$ cat config.mk
export PLATFORM = sky130hd
export DESIGN_NAME = vendo_dispense_sched
export DESIGN_NICKNAME = d
export VERILOG_FILES = /design/src/rtl/vendo_pkg.sv /design/src/rtl/vendo_pend_ctr.sv /design/src/rtl/vendo_dispense_sched.sv
export SDC_FILE = /design/constraint.sdc
export NUM_CORES = 1
export LEC_CHECK = 0
export ABC_AREA = 1
export CAP_MARGIN = 10
export CORE_ASPECT_RATIO = 0.7
export CORE_MARGIN = 5
export CORE_UTILIZATION = 50
export CTS_CLUSTER_DIAMETER = 100
export DETAILED_ROUTE_END_ITERATION = 8
export HOLD_SLACK_MARGIN = 0.03
export PLACE_DENSITY_LB_ADDON = 0.25
export SYNTH_ARGS = -nofsm -noshare
export SYNTH_HDL_FRONTEND = slang
export SYNTH_HIERARCHICAL = 1
export SYNTH_SLANG_ARGS = --single-unit
$ cat constraint.sdc
create_clock -name clk -period 4.3 [get_ports clk]
set_clock_uncertainty 0.15 [all_clocks]
set_input_delay 0.43 -clock clk [delete_from_list [all_inputs] [get_ports clk]]
set_output_delay 0.43 -clock clk [all_outputs]
set_load 0.005 [all_outputs]
$ cat src/rtl/vendo_pkg.sv
// Shared types and helpers for the vending dispense scheduler.
package vendo_pkg;

  typedef enum logic [1:0] {
    IDLE = 2'd0,
    ON   = 2'd1,
    GAP  = 2'd2
  } state_e;

  localparam logic [1:0] CH_A   = 2'd0;
  localparam logic [1:0] CH_B   = 2'd1;
  localparam logic [1:0] CH_CHG = 2'd2;

  // Successor in the fixed ring A -> B -> CHG -> A.
  function automatic logic [1:0] ch_after(input logic [1:0] ch);
    return (ch == CH_CHG) ? CH_A : ch + 2'd1;
  endfunction

  // First pending channel strictly after rr, wrapping back to rr itself last.
  // The caller only uses the result when at least one channel is pending.
  function automatic logic [1:0] rr_pick(input logic [1:0] rr, input logic [2:0] pend);
    logic [1:0] c1;
    logic [1:0] c2;
    c1 = ch_after(rr);
    c2 = ch_after(c1);
    if (pend[c1])      return c1;
    else if (pend[c2]) return c2;
    else               return rr;
  endfunction

endpackage

$ cat src/rtl/vendo_pend_ctr.sv
// Saturating pending-request counter for one dispense channel.
module vendo_pend_ctr #(
  parameter int CNT_W = 3
) (
  input  logic             clk,
  input  logic             nrst,
  input  logic             inc,
  input  logic             dec,
  output logic [CNT_W-1:0] cnt,
  output logic             sat
);

  localparam logic [CNT_W-1:0] CNT_MAX = '1;
  localparam logic [CNT_W-1:0] CNT_ONE = 1;

  logic [CNT_W-1:0] cnt_q, cnt_d;

  // Next count: simultaneous inc and dec cancel; hold at the rails.
  always_comb begin
    cnt_d = cnt_q;
    if (inc && !dec) begin
      if (cnt_q != CNT_MAX) cnt_d = cnt_q + CNT_ONE;
    end else if (dec && !inc) begin
      if (cnt_q != '0) cnt_d = cnt_q - CNT_ONE;
    end
  end

  // Count register.
  always_ff @(posedge clk or negedge nrst) begin
    if (!nrst) cnt_q <= '0;
    else       cnt_q <= cnt_d;
  end

  assign cnt = cnt_q;
  assign sat = (cnt_q == CNT_MAX);

endmodule

$ cat src/rtl/vendo_dispense_sched.sv
// Round-robin scheduler that serialises dispense requests onto one actuator.
//
//  state | meaning
//  ------+-----------------------------------------------------------
//  IDLE  | no actuator on; grant next pending channel after rr pointer
//  ON    | granted actuator driven high for ON_CYCLES cycles
//  GAP   | all actuators low for GAP_CYCLES recovery cycles
module vendo_dispense_sched
  import vendo_pkg::*;
#(
  parameter int ON_CYCLES  = 50,
  parameter int GAP_CYCLES = 10,
  parameter int CNT_W      = 3
) (
  input  logic clk,
  input  logic nrst,
  input  logic req_A,
  input  logic req_B,
  input  logic req_chg,
  input  logic err_clr,
  output logic act_A,
  output logic act_B,
  output logic act_chg,
  output logic busy,
  output logic pend_any,
  output logic ovf_err
);

  localparam int TMR_MAX = (ON_CYCLES > GAP_CYCLES) ? ON_CYCLES : GAP_CYCLES;
  localparam int TMR_W   = (TMR_MAX > 1) ? $clog2(TMR_MAX) : 1;
  localparam logic [TMR_W-1:0] T_ON  = TMR_W'(ON_CYCLES - 1);
  localparam logic [TMR_W-1:0] T_GAP = TMR_W'(GAP_CYCLES - 1);
  localparam logic [TMR_W-1:0] T_ONE = 1;

  state_e           state_q, state_d;
  logic [TMR_W-1:0] timer_q, timer_d;
  logic [1:0]       rr_q, rr_d;
  logic [2:0]       act_q, act_d;
  logic             ovf_q, ovf_d;

  logic [2:0]       req_v;
  logic [2:0]       dec_v;
  logic [2:0]       sat_v;
  logic [2:0]       pend_v;
  logic [1:0]       grant_ch;
  logic [CNT_W-1:0] cnt_a, cnt_b, cnt_chg;

  assign req_v = {req_chg, req_B, req_A};

  vendo_pend_ctr #(.CNT_W(CNT_W)) u_ctr_a (
    .clk(clk), .nrst(nrst), .inc(req_A), .dec(dec_v[CH_A]),
    .cnt(cnt_a), .sat(sat_v[CH_A])
  );

  vendo_pend_ctr #(.CNT_W(CNT_W)) u_ctr_b (
    .clk(clk), .nrst(nrst), .inc(req_B), .dec(dec_v[CH_B]),
    .cnt(cnt_b), .sat(sat_v[CH_B])
  );

  vendo_pend_ctr #(.CNT_W(CNT_W)) u_ctr_chg (
    .clk(clk), .nrst(nrst), .inc(req_chg), .dec(dec_v[CH_CHG]),
    .cnt(cnt_chg), .sat(sat_v[CH_CHG])
  );

  assign pend_v   = {(cnt_chg != '0), (cnt_b != '0), (cnt_a != '0)};
  assign grant_ch = rr_pick(rr_q, pend_v);

  // Next-state, timer, pointer, actuator and error-flag logic.
  always_comb begin
    state_d = state_q;
    timer_d = timer_q;
    rr_d    = rr_q;
    act_d   = act_q;
    dec_v   = '0;
    ovf_d   = ovf_q;

    case (state_q)
      IDLE: begin
        act_d = '0;
        if (|pend_v) begin
          dec_v[grant_ch] = 1'b1;
          rr_d            = grant_ch;
          timer_d         = T_ON;
          act_d           = 3'b001 << grant_ch;
          state_d         = ON;
        end
      end
      ON: begin
        if (timer_q == '0) begin
          timer_d = T_GAP;
          act_d   = '0;
          state_d = GAP;
        end else begin
          timer_d = timer_q - T_ONE;
        end
      end
      GAP: begin
        act_d = '0;
        if (timer_q == '0) state_d = IDLE;
        else               timer_d = timer_q - T_ONE;
      end
      default: begin
        act_d   = '0;
        timer_d = '0;
        state_d = IDLE;
      end
    endcase

    // A request against a full counter is lost unless a grant frees a slot.
    if (err_clr) ovf_d = 1'b0;
    if (|(req_v & sat_v & ~dec_v)) ovf_d = 1'b1;
  end

  // Scheduler state and registered outputs.
  always_ff @(posedge clk or negedge nrst) begin
    if (!nrst) begin
      state_q <= IDLE;
      timer_q <= '0;
      rr_q    <= CH_CHG;
      act_q   <= '0;
      ovf_q   <= 1'b0;
    end else begin
      state_q <= state_d;
      timer_q <= timer_d;
      rr_q    <= rr_d;
      act_q   <= act_d;
      ovf_q   <= ovf_d;
    end
  end

  assign act_A    = act_q[CH_A];
  assign act_B    = act_q[CH_B];
  assign act_chg  = act_q[CH_CHG];
  assign busy     = (state_q != IDLE);
  assign pend_any = |pend_v;
  assign ovf_err  = ovf_q;

endmodule

## After elaboration in Yosys (flattened, before gate mapping)

Cells that the tools add are included.
Widths: inputs -> output; s select.

- Register bits after elaboration: 23

- Eq/ne operators: 17
- Multiplexer cells: 37
- Add/sub/neg operators: 9
- Bitwise gates (word level): 3
- Reduce and logical (&&, ||, !) cells: 34
- Shifts and indexed selects: 1
- $lt $le $gt $ge: 4

Operators by type and width:

| cell | count |
|---|---|
| $mux 3 | 16 |
| $mux 6 | 3 |
| $pmux 6 s3 | 1 |
| $reduce_bool 2->1 | 8 |
| $mux 2 | 7 |
| $ne 2x2->1 const B | 7 |
| $reduce_and 3->1 | 4 |
| $add 3x1->3 const B | 3 |
| $eq 3x3->1 const B | 3 |
| $lt 2x3->1 const B | 3 |
| $ne 3x3->1 const B | 3 |
| $reduce_bool 3->1 | 3 |
| $sub 3x1->3 const B | 3 |
| $logic_and 1x1->1 | 7 |
| $and 3x3->3 | 2 |
| $eq 2x2->1 const B | 3 |
| $logic_not 1->1 | 6 |
| $logic_not 6->1 | 1 |
| $pmux 2 s3 | 1 |
| $pmux 3 s2 | 1 |
| $reduce_or 3->1 | 2 |
| $sub 6x1->6 const B | 1 |
| $mux 1 | 5 |
| $add 2x1->2 const B | 2 |
| 8 further kinds | 10 |

## Longest topological paths before layout

- Depth in word-level cells: 18
- Depth in mapped cells: 21
- Mapped depth without buffers: 21

## Cells and area by module

The synthesis kept the hierarchy.

Modules (own cells, without submodules):

| module | area each (um^2) | cells an instance | times used |
|---|---|---|---|
| vendo_dispense_sched | 933.4 | 132 | 1 |
| vendo_pend_ctr at u_ctr_b | 254.0 | 38 | 1 |
| vendo_pend_ctr at u_ctr_a | 239.0 | 35 | 1 |
| vendo_pend_ctr at u_ctr_chg | 236.5 | 35 | 1 |

## Least setup slack after synthesis

Ideal clock, no wire load.

- Path type: register to register
- Start: register u_ctr_a.cnt_q[1] (netlist: u_ctr_a/cnt[1])
- End: register u_ctr_chg.cnt_q[2] (netlist: u_ctr_chg/cnt[2])
- Stages on the path, launching flop included: 21
- Library setup time: 0.116 ns
- Arrival: 2.057 ns
- Path slack: 1.976 ns
- Data required time: 4.034 ns
- Clock period less this slack: 2.324 ns
- Buffers on the path: 0
- Path through: dfrtp_1 > nor2_2 > nand2_2 > nand2_1 > nand2_1 > inv_2 > o21ai_2 > nand2_1 > inv_1 > nand2_1 > inv_1 > inv_1 > ha_1 > inv_1 > fa_1 > inv_1 > nand2_1 > nand3b_1 > nand2_1 > nand2_1 > nand2_1

- Longest elaborated chain between the ends: 15
- Elaborated cells on any way between the ends: 23
- Classes of those cells: order compare: 2; eq/ne: 1; mux: 11; reduce/logical: 9

Ends and longest elaborated chain:

| element | RTL line | text |
|---|---|---|
| start, declared | vendo_pend_ctr.sv:16 | `logic [CNT_W-1:0] cnt_q, cnt_d;` |
| start signal, assigned | vendo_pend_ctr.sv:31 | `else cnt_q <= cnt_d;` |
| $reduce_bool 3->1 * | vendo_dispense_sched.sv:65 | `assign pend_v = {(cnt_chg != '0), (cnt_b != '0), (cnt_a != '0)};` |
| $bmux 1 s2 | vendo_pkg.sv:27 | `else if (pend[c2]) return c2;` |
| $mux 1 (implied by the code) | vendo_pkg.sv:27 |  |
| $mux 2 | vendo_pkg.sv:27 |  |
| $mux 2 | vendo_pkg.sv:26 | `if (pend[c1]) return c1;` |
| $lt 2x3->1 (implied by the code) or $ge 2x1->1 (tied branches) | vendo_dispense_sched.sv:81 | `dec_v[grant_ch] = 1'b1;` |
| $logic_and 1x1->1 (implied by the code) | vendo_dispense_sched.sv:81 |  |
| $mux 1 (implied by the code) | vendo_dispense_sched.sv:81 |  |
| $demux 1 s2 | vendo_dispense_sched.sv:81 |  |
| $mux 3 * | vendo_dispense_sched.sv:80 | `if (\|pend_v) begin` |
| $mux 3 * | vendo_dispense_sched.sv:77 | `case (state_q)` |
| $logic_not 1->1 | vendo_pend_ctr.sv:21 | `if (inc && !dec) begin` |
| $logic_and 1x1->1 | vendo_pend_ctr.sv:21 |  |
| $ne 2x2->1 (no source line) or $reduce_bool 2->1 (tied branches) | n/a |  |
| $reduce_and 3->1 (no source line) | n/a |  |
| end signal, assigned | vendo_pend_ctr.sv:31 |  |
| end, declared | vendo_pend_ctr.sv:16 |  |

Mark *: on every way between the ends. The rest lies on a longest branch, timed or not. The select of a mux whose other input is x is not followed.
A chain may end at the register's enable or synchronous reset.

## Worst setup path in the final report

Ends and elaborated chain as after synthesis.

==> results.md <==
* Sum Neg Setup Slack at 0 ns
* RSZ-0062 raised after global routing: no
* Number of synthesized flops with an enable pin at 0
* Final period utilization at 60.5%
* WHS Endpoint: act_q[1]$_DFFE_PN0P_
* Share of layout cells above drive strength 1 at 15.7%
* Site Rows at 17
* Power share of the combinational group at 56.8%
* Pwr dens at 730 nW/um2
* CP dominant cell by count: nand2_1
* Syn Inst Count at 240
* Clk sinks at 23
* Maximum clock frequency at 385 MHz
* DPL Wire Length at 2460 um
* Routed wire length at 3210 um
* Final hold vios at 0
* Slew headroom at 30.0%
* First DRT Iteration DRCs at 69
* Post-layout min period at 2.60 ns
* Core area at 3170 um2
* Depth of the most critical reg-to-reg path at 20
* Grt ovf at 0
* CTS max path bufs at 2
* Antenna Cells at 0
* H-tree levels at 1
* CTS resizes at 0
* Post-Synth XOR/XNOR Area at 2.11%
* Max-slew violations at 0
* Starting Density at 52.5%
* Util after Layout at 58.6%
* Seq/Total Area, Yosys at 34.7%
* Yosys warns at 6
* CP Launch Point: u_ctr_a/cnt[1]$_DFFE_PN0P_
* CP startpoint kind: flop
* Worst-Skew Late Latency at 0.27 ns
* Post-CTS Setup Inserts at 0
* First-pass GRT wire length at 5700 um
* Post-Synth Simple-Gate Area at 36.3%
* P_sw at 660 uW
* TritonCTS buffer count at 3
* Compound-Gate Fraction of Synth Area at 8.05%
* Most instantiated cells after synthesis: 68 x nand2_1, 43 x inv_1, 22 x dfrtp_1
* Largest family of logic cells by synthesized area: simple AND/OR/NAND/NOR gates
* Most common cell in the synthesized netlist: nand2_1
* CTS tree: built
* WP data required at 4.31 ns
* Pin count of the biggest net entering global routing at 24
* Number of remaining DRC errors at 0
* Port bufs at 11
* R2R Setup Slk at 1.70 ns
* Hold wc startpoint: act_q[1]$_DFFE_PN0P_
* Total iterations of the first detailed-routing run at 4
* Top Ports at 12
* Min-Delay Path Depth at 2
* Vias at 1421
* Reg2Reg Launch Point: u_ctr_a/cnt[1]$_DFFE_PN0P_
* Netlist cell types at 28
* Synth top area cells: dfrtp_1 33%, nand2_1 15%, inv_1 9.7%, nand3_1 5.1%, nand2_2 4.5%
* Chip width at 78.9 um
* Clock Power Share at 10.0%
* Hold WC Path Type: flop to flop
* Area Overhead vs Synth at 11.7%
* Worst slew pin tran at 1.05 ns
* GRT Total Usage at 15.9%
* Avg WL per Cell at 11.0 um
* Reg-to-Reg End: u_ctr_chg/cnt[2]$_DFFE_PN0P_
* CTS Hold Bufs at 0
* Die Height at 58.3 um
* Syn Area/Cell at 6.93 um2
* Via density at 4.87
* Peak supply drop at 0.308 mV
* Antenna violations before repair at 0
* Reg clk slew, reported paths at 0.08 ns
* Synth top area share at 33.1%
* Worst path slowest cell: dfrtp_1
* Die area at 4600 um2
* Mux share of post-synthesis cell area at 0%
* Critical path type: flop to flop
* CTS root buffer: clkbuf_8
* Finish-stage setup viols at 0
* CP Cell Sequence: nor2_2 -> nand2_2 -> nand2_1 -> nand2_1 -> inv_2 -> o21ai_2 -> nand2_1 -> inv_1 -> nand2_1 -> inv_1 -> inv_1 -> ha_1 -> inv_1 -> fa_1 -> inv_1 -> nand2_1 -> nand3b_1 -> nand2_1 -> nand2_1 -> nand2_1
* Crit Path Max Fanout at 6
* Final net count at 268
* GPL Wtd Cong at 0.824
* Detail Route Antenna Nets at 0
* Post-synth top area cell: dfrtp_1
* Sequential share of power at 33.2%
* Slowest stage delay, CP at 0.46 ns
* Post-Syn Area at 1660 um2
* Flops & latches, synth at 23
* Synth Area in Adders at 6.62%
* Max cap viols at 0
* Total power at 1360 uW
* Mapped Nets at 253
* Sw Share at 48.6%
* Cell-internal power at 697 uW
* WP data arrival at 2.61 ns
* Ys async rst share at 100%
* Number of fill cells in the layout at 290
* Post-synth top flop: dfrtp_1
* Status: complete, no violations
* Leakage at 0.00103 uW
* Worst setup EP type: flop
* Number of global-route vias before repair at 1231
layer usage:
layer / track usage, % / share of wire, % / vias up / routed length (um)
li1: - / - / 769 / -
met3: 4.50 / 5.4 / 5 / 172
met2: 21.6 / 39 / 25 / 1260
met4: 5.15 / 1.6 / 0 / 52
met1: 24.2 / 54 / 622 / 1720
met5: 0 / 0 / - / 0
final cells by class:
cell class,instances,area [um2],area share (%)
Sequential cell,23,577,31.0
Clock buffer,4,45.0,2.42
Timing Repair Buffer,11,110,5.93
Tap cell,38,47.5,2.56
Multi-Input combinational cell,164,883,47.5
Inverter,52,195,10.5
how the worst max path moves through the flow:
| stage | slack (ns) | depth (start not counted) | end |
|---|---|---|---|
| 6_report | 1.70 | 20 | u_ctr_chg/cnt[2]$_DFFE_PN0P_ |
| 5_1_grt | 1.42 | 20 | u_ctr_chg/cnt[2]$_DFFE_PN0P_ |
| 4_1_cts | 1.72 | 20 | u_ctr_chg/cnt[2]$_DFFE_PN0P_ |
| 3_5_place_dp | 1.74 | 20 | u_ctr_chg/cnt[2]$_DFFE_PN0P_ |
| 3_3_place_gp | 1.76 | 20 | u_ctr_chg/cnt[2]$_DFFE_PN0P_ |
| 2_1_floorplan | 1.98 | 20 | u_ctr_chg/cnt[2]$_DFFE_PN0P_ |
cells in the final DEF (no fill, tap or decap), types with 3 or more instances in the layout:
| master | count |
|---|---|
| nand2_1 | 68 |
| inv_1 | 43 |
| dfrtp_1 | 22 |
| nand3_1 | 17 |
| nor2_1 | 15 |
| nand2_2 | 12 |
| clkdlybuf4s50_1 | 11 |
| inv_2 | 9 |
| nor2_2 | 8 |
| nand4_1 | 7 |
| o21ai_1 | 5 |
| o21ai_2 | 4 |
| xor2_1 | 4 |
| o21ai_0 | 4 |
| ha_1 | 4 |
| a21oi_1 | 3 |
| clkbuf_8 | 3 |
| fa_1 | 3 |
through the flow:
stage | std cells | worst slack, ns | cell area [um2] | hold slack (ns)
after floorplan | 240 | 1.98 | 1660 | -0.0156
after global placement | 288 | 1.76 | 1810 | 0.354
after detailed placement | 288 | 1.74 | 1810 | 0.350
after CTS | 292 | 1.72 | 1860 | 0.371
after global routing | 292 | 1.42 | 1860 | 0.388
final | 292 | 1.70 | 1860 | 0.369
cells by family (layout without fill, tap and decap cells):
logic type / count (synthesis) / after routing
fa+ha+maj: 7 / 7
xor+xnor: 4 / 4
buf+inv: 53 / 67
flops: 23 / 23
simple gates: 132 / 132
compound gates: 21 / 21
registers in the layout (all words and copies together), names as in the netlist:
signal	flops
rr_q	2
ovf_err	1
act_q	3
u_ctr_b/cnt	3
state_q	2
u_ctr_chg/cnt	3
timer_q	6
u_ctr_a/cnt	3
critical path, delay by kind of cell, from the launching register on:
family / cells / cell delay [ns]
and+or+nand+nor: 11 / 0.88
buffers and inverters: 6 / 0.37
AOI/OAI and AO/OA: 1 / 0.06
adders and majority gates: 2 / 0.59
DFF: 1 / 0.46
power by group through the flow:
stage               Sequential, uW  Combinational, uW  Clock, uW
floorplan                      428                617          0
global placement               452                758          0
global route                   469                905        149
CTS                            448                768        143
finish                         450                771        136
detailed placement             453                763          0
Note: power is estimated with default switching activity, not from simulation.
==> RTL change (same flow settings) <==
Change the parameter `GAP_CYCLES` from 10 to 11.
--- a/src/rtl/vendo_dispense_sched.sv
+++ b/src/rtl/vendo_dispense_sched.sv
@@ -9,7 +9,7 @@
   import vendo_pkg::*;
 #(
   parameter int ON_CYCLES  = 50,
-  parameter int GAP_CYCLES = 10,
+  parameter int GAP_CYCLES = 11,
   parameter int CNT_W      = 3
 ) (
   input  logic clk,
Function: no difference found for any inputs over 10 cycles, from zero or initial values and one cycle with nrst low; that may be too few to reach the edited logic, so the function may still have changed.
==> RTL change against the original RTL <==
- total power grew 1.0%
- routed wire length shrank 1.5%
- area after synthesis rose by 1.7%
- design area is 2.0% higher
- sequential cell count stayed put
- setup slack worse by 180 ps
- critical endpoint unchanged
==> RTL change: results (changes against the original RTL) <==
metric,value,unit,change
status,completed,,
synth_compound_area_share,7.027,%,-1.0 points
drt_iter0_markers,63,,-8.7%
clk_latency,260,ps,
synth_xor_area_share,2.071,%,-0.036 points
synth_nets,254,,+0.40%
place.gp.congestion,0.8657,,+5.1%
synthAdderAreaFrac,6.509,%,-0.11 points
met1_usage,23.11,%,-1.0 points
cts_resized,0,,unchanged
grt_pass1_vias,1336,,+8.5%
antenna_found_initial,0,,unchanged
worstPathArrival,2790,ps,+180 ps
met2_usage,22.95,%,+1.3 points
synth_mux_area_share,0,%,unchanged
max_stage_delay,460,ps,about the same
slowest_stage,dfrtp_1,,
grt_max_degree,24,,unchanged
cts.clk_slew.worst_paths,80,ps,about the same
ys_top_cells_by_area,"dfrtp_1 (33%), nand2_1 (16%), inv_1 (10%), nand3_1 (5.0%), nand2_2 (4.1%)",,
layout.nets,269,,+0.37%
routed-via-count,1440,,+1.3%
fillers,296,,+2.1%
worst_ir_drop_vdd,0.2643,mV,-14%
cts_root_buf,clkbuf_8,,
post_cts_buffers,0,,unchanged
cts.path.max_buffers,2,,unchanged
layout-drive-gt1-share,13.73,%,-2.0 points
worstMarginPinSlew,1008,ps,-39.20 ps
cts_made_buffers,3,,unchanged
largest_reg_flops,6,,unchanged
grt_util_all_layers,15.49,%,-0.45 points
antenna_cells,0,,unchanged
critPathMaxFanout,6,,unchanged
async_flop_share,100.0,%,unchanged
hold_class,flip-flop to flip-flop,,
yosysWarningCount,6,,unchanged
p_leak,1.052,nW,+1.6%
largest-register,timer_q,,
netlist_top_cells_count,"nand2_1 (73), inv_1 (45), dfrtp_1 (22), nand3_1 (17), nor2_1 (17)",,
met3_usage,3.670,%,-0.83 points
cts.htree.levels,1,,unchanged
postPlaceCellArea,0.001849,sq mm,+2.0%
synth.distinct_cells,28,,unchanged
port_buffers,11,,unchanged
synth-main-ff-cell,dfrtp_1,,
grt_pass1_wl,5789,microns,+1.6%
hpwl,2445,microns,-0.82%
path_delay_family,simple AND/OR/NAND/NOR gates,,
firstDrtPassIters,4,,unchanged
core,0.003212,sq mm,+1.3%
fin_tns_setup,0,ps,unchanged
pwr_density_cell,723.8,mW/mm^2,-0.89%
drt-total-wl,3163,microns,-1.5%
ys_seq_area_share,34.10,%,-0.59 points
-- RTL change: per-stage QoR --
step                      power, W  hold slack [ps]  instances  setup slack [ps]
after detailed placement  0.001232            351.9        298              1545
after global placement    0.001227            350.6        298              1594
final                     0.001371            371.9        302              1517
after CTS                 0.001377            371.6        302              1519
after global routing      0.001538            419.3        302              1327
after floorplan           0.001053           -15.59        241              1839
-- RTL change: layout make-up --
class / instances / area share, %
timing repair buffer: 11 / 5.812
multi-input combinational: 170 / 48.94
inverter: 47 / 9.313
clock buffer: 4 / 2.378
tap: 47 / 3.104
sequential: 23 / 30.45
-- RTL change: path summary, 6_finish.rpt --
check,cells after the start,slack [ps],end,startpoint
worst max register to register,18,1520,u_ctr_chg/cnt[2],u_ctr_chg/cnt[1]
worst max-delay path,18,1520,u_ctr_chg/cnt[2],u_ctr_chg/cnt[1]
max in group asynchronous,1,2820,u_ctr_chg/cnt[1],nrst
min in group asynchronous,1,560,u_ctr_b/cnt[0],nrst
worst min-delay path,2,370,act_q[1],act_q[1]
worst min register to register,2,370,act_q[1],act_q[1]
-- RTL change: worst min-delay path, delay by kind of cell (launching register included) --
kind	cells	cell delay [ps]
simple gates	2	130
flops	1	360
-- RTL change: cell families (layout without fill, tap and decap cells) --
| kind of cell | Yosys count | in the layout |
|---|---|---|
| flops | 23 | 23 |
| simple gates | 140 | 140 |
| xor+xnor | 4 | 4 |
| buf+inv | 48 | 62 |
| fa+ha+maj | 7 | 7 |
| compound gates | 19 | 19 |
-- RTL change: power by group --
group / switching [W] / internal (W) / total [W]
Combinational: 0.000466 / 0.000313 / 0.000780
Clock: 0.0000687 / 0.0000661 / 0.000135
Sequential: 0.000132 / 0.000324 / 0.000456
-- RTL change: layer usage --
layer  share of wire, %  up-vias
met2                 39       36
met5                  0        -
met4                1.2        0
met1                 55      632
li1                   -      768
met3                4.1        4
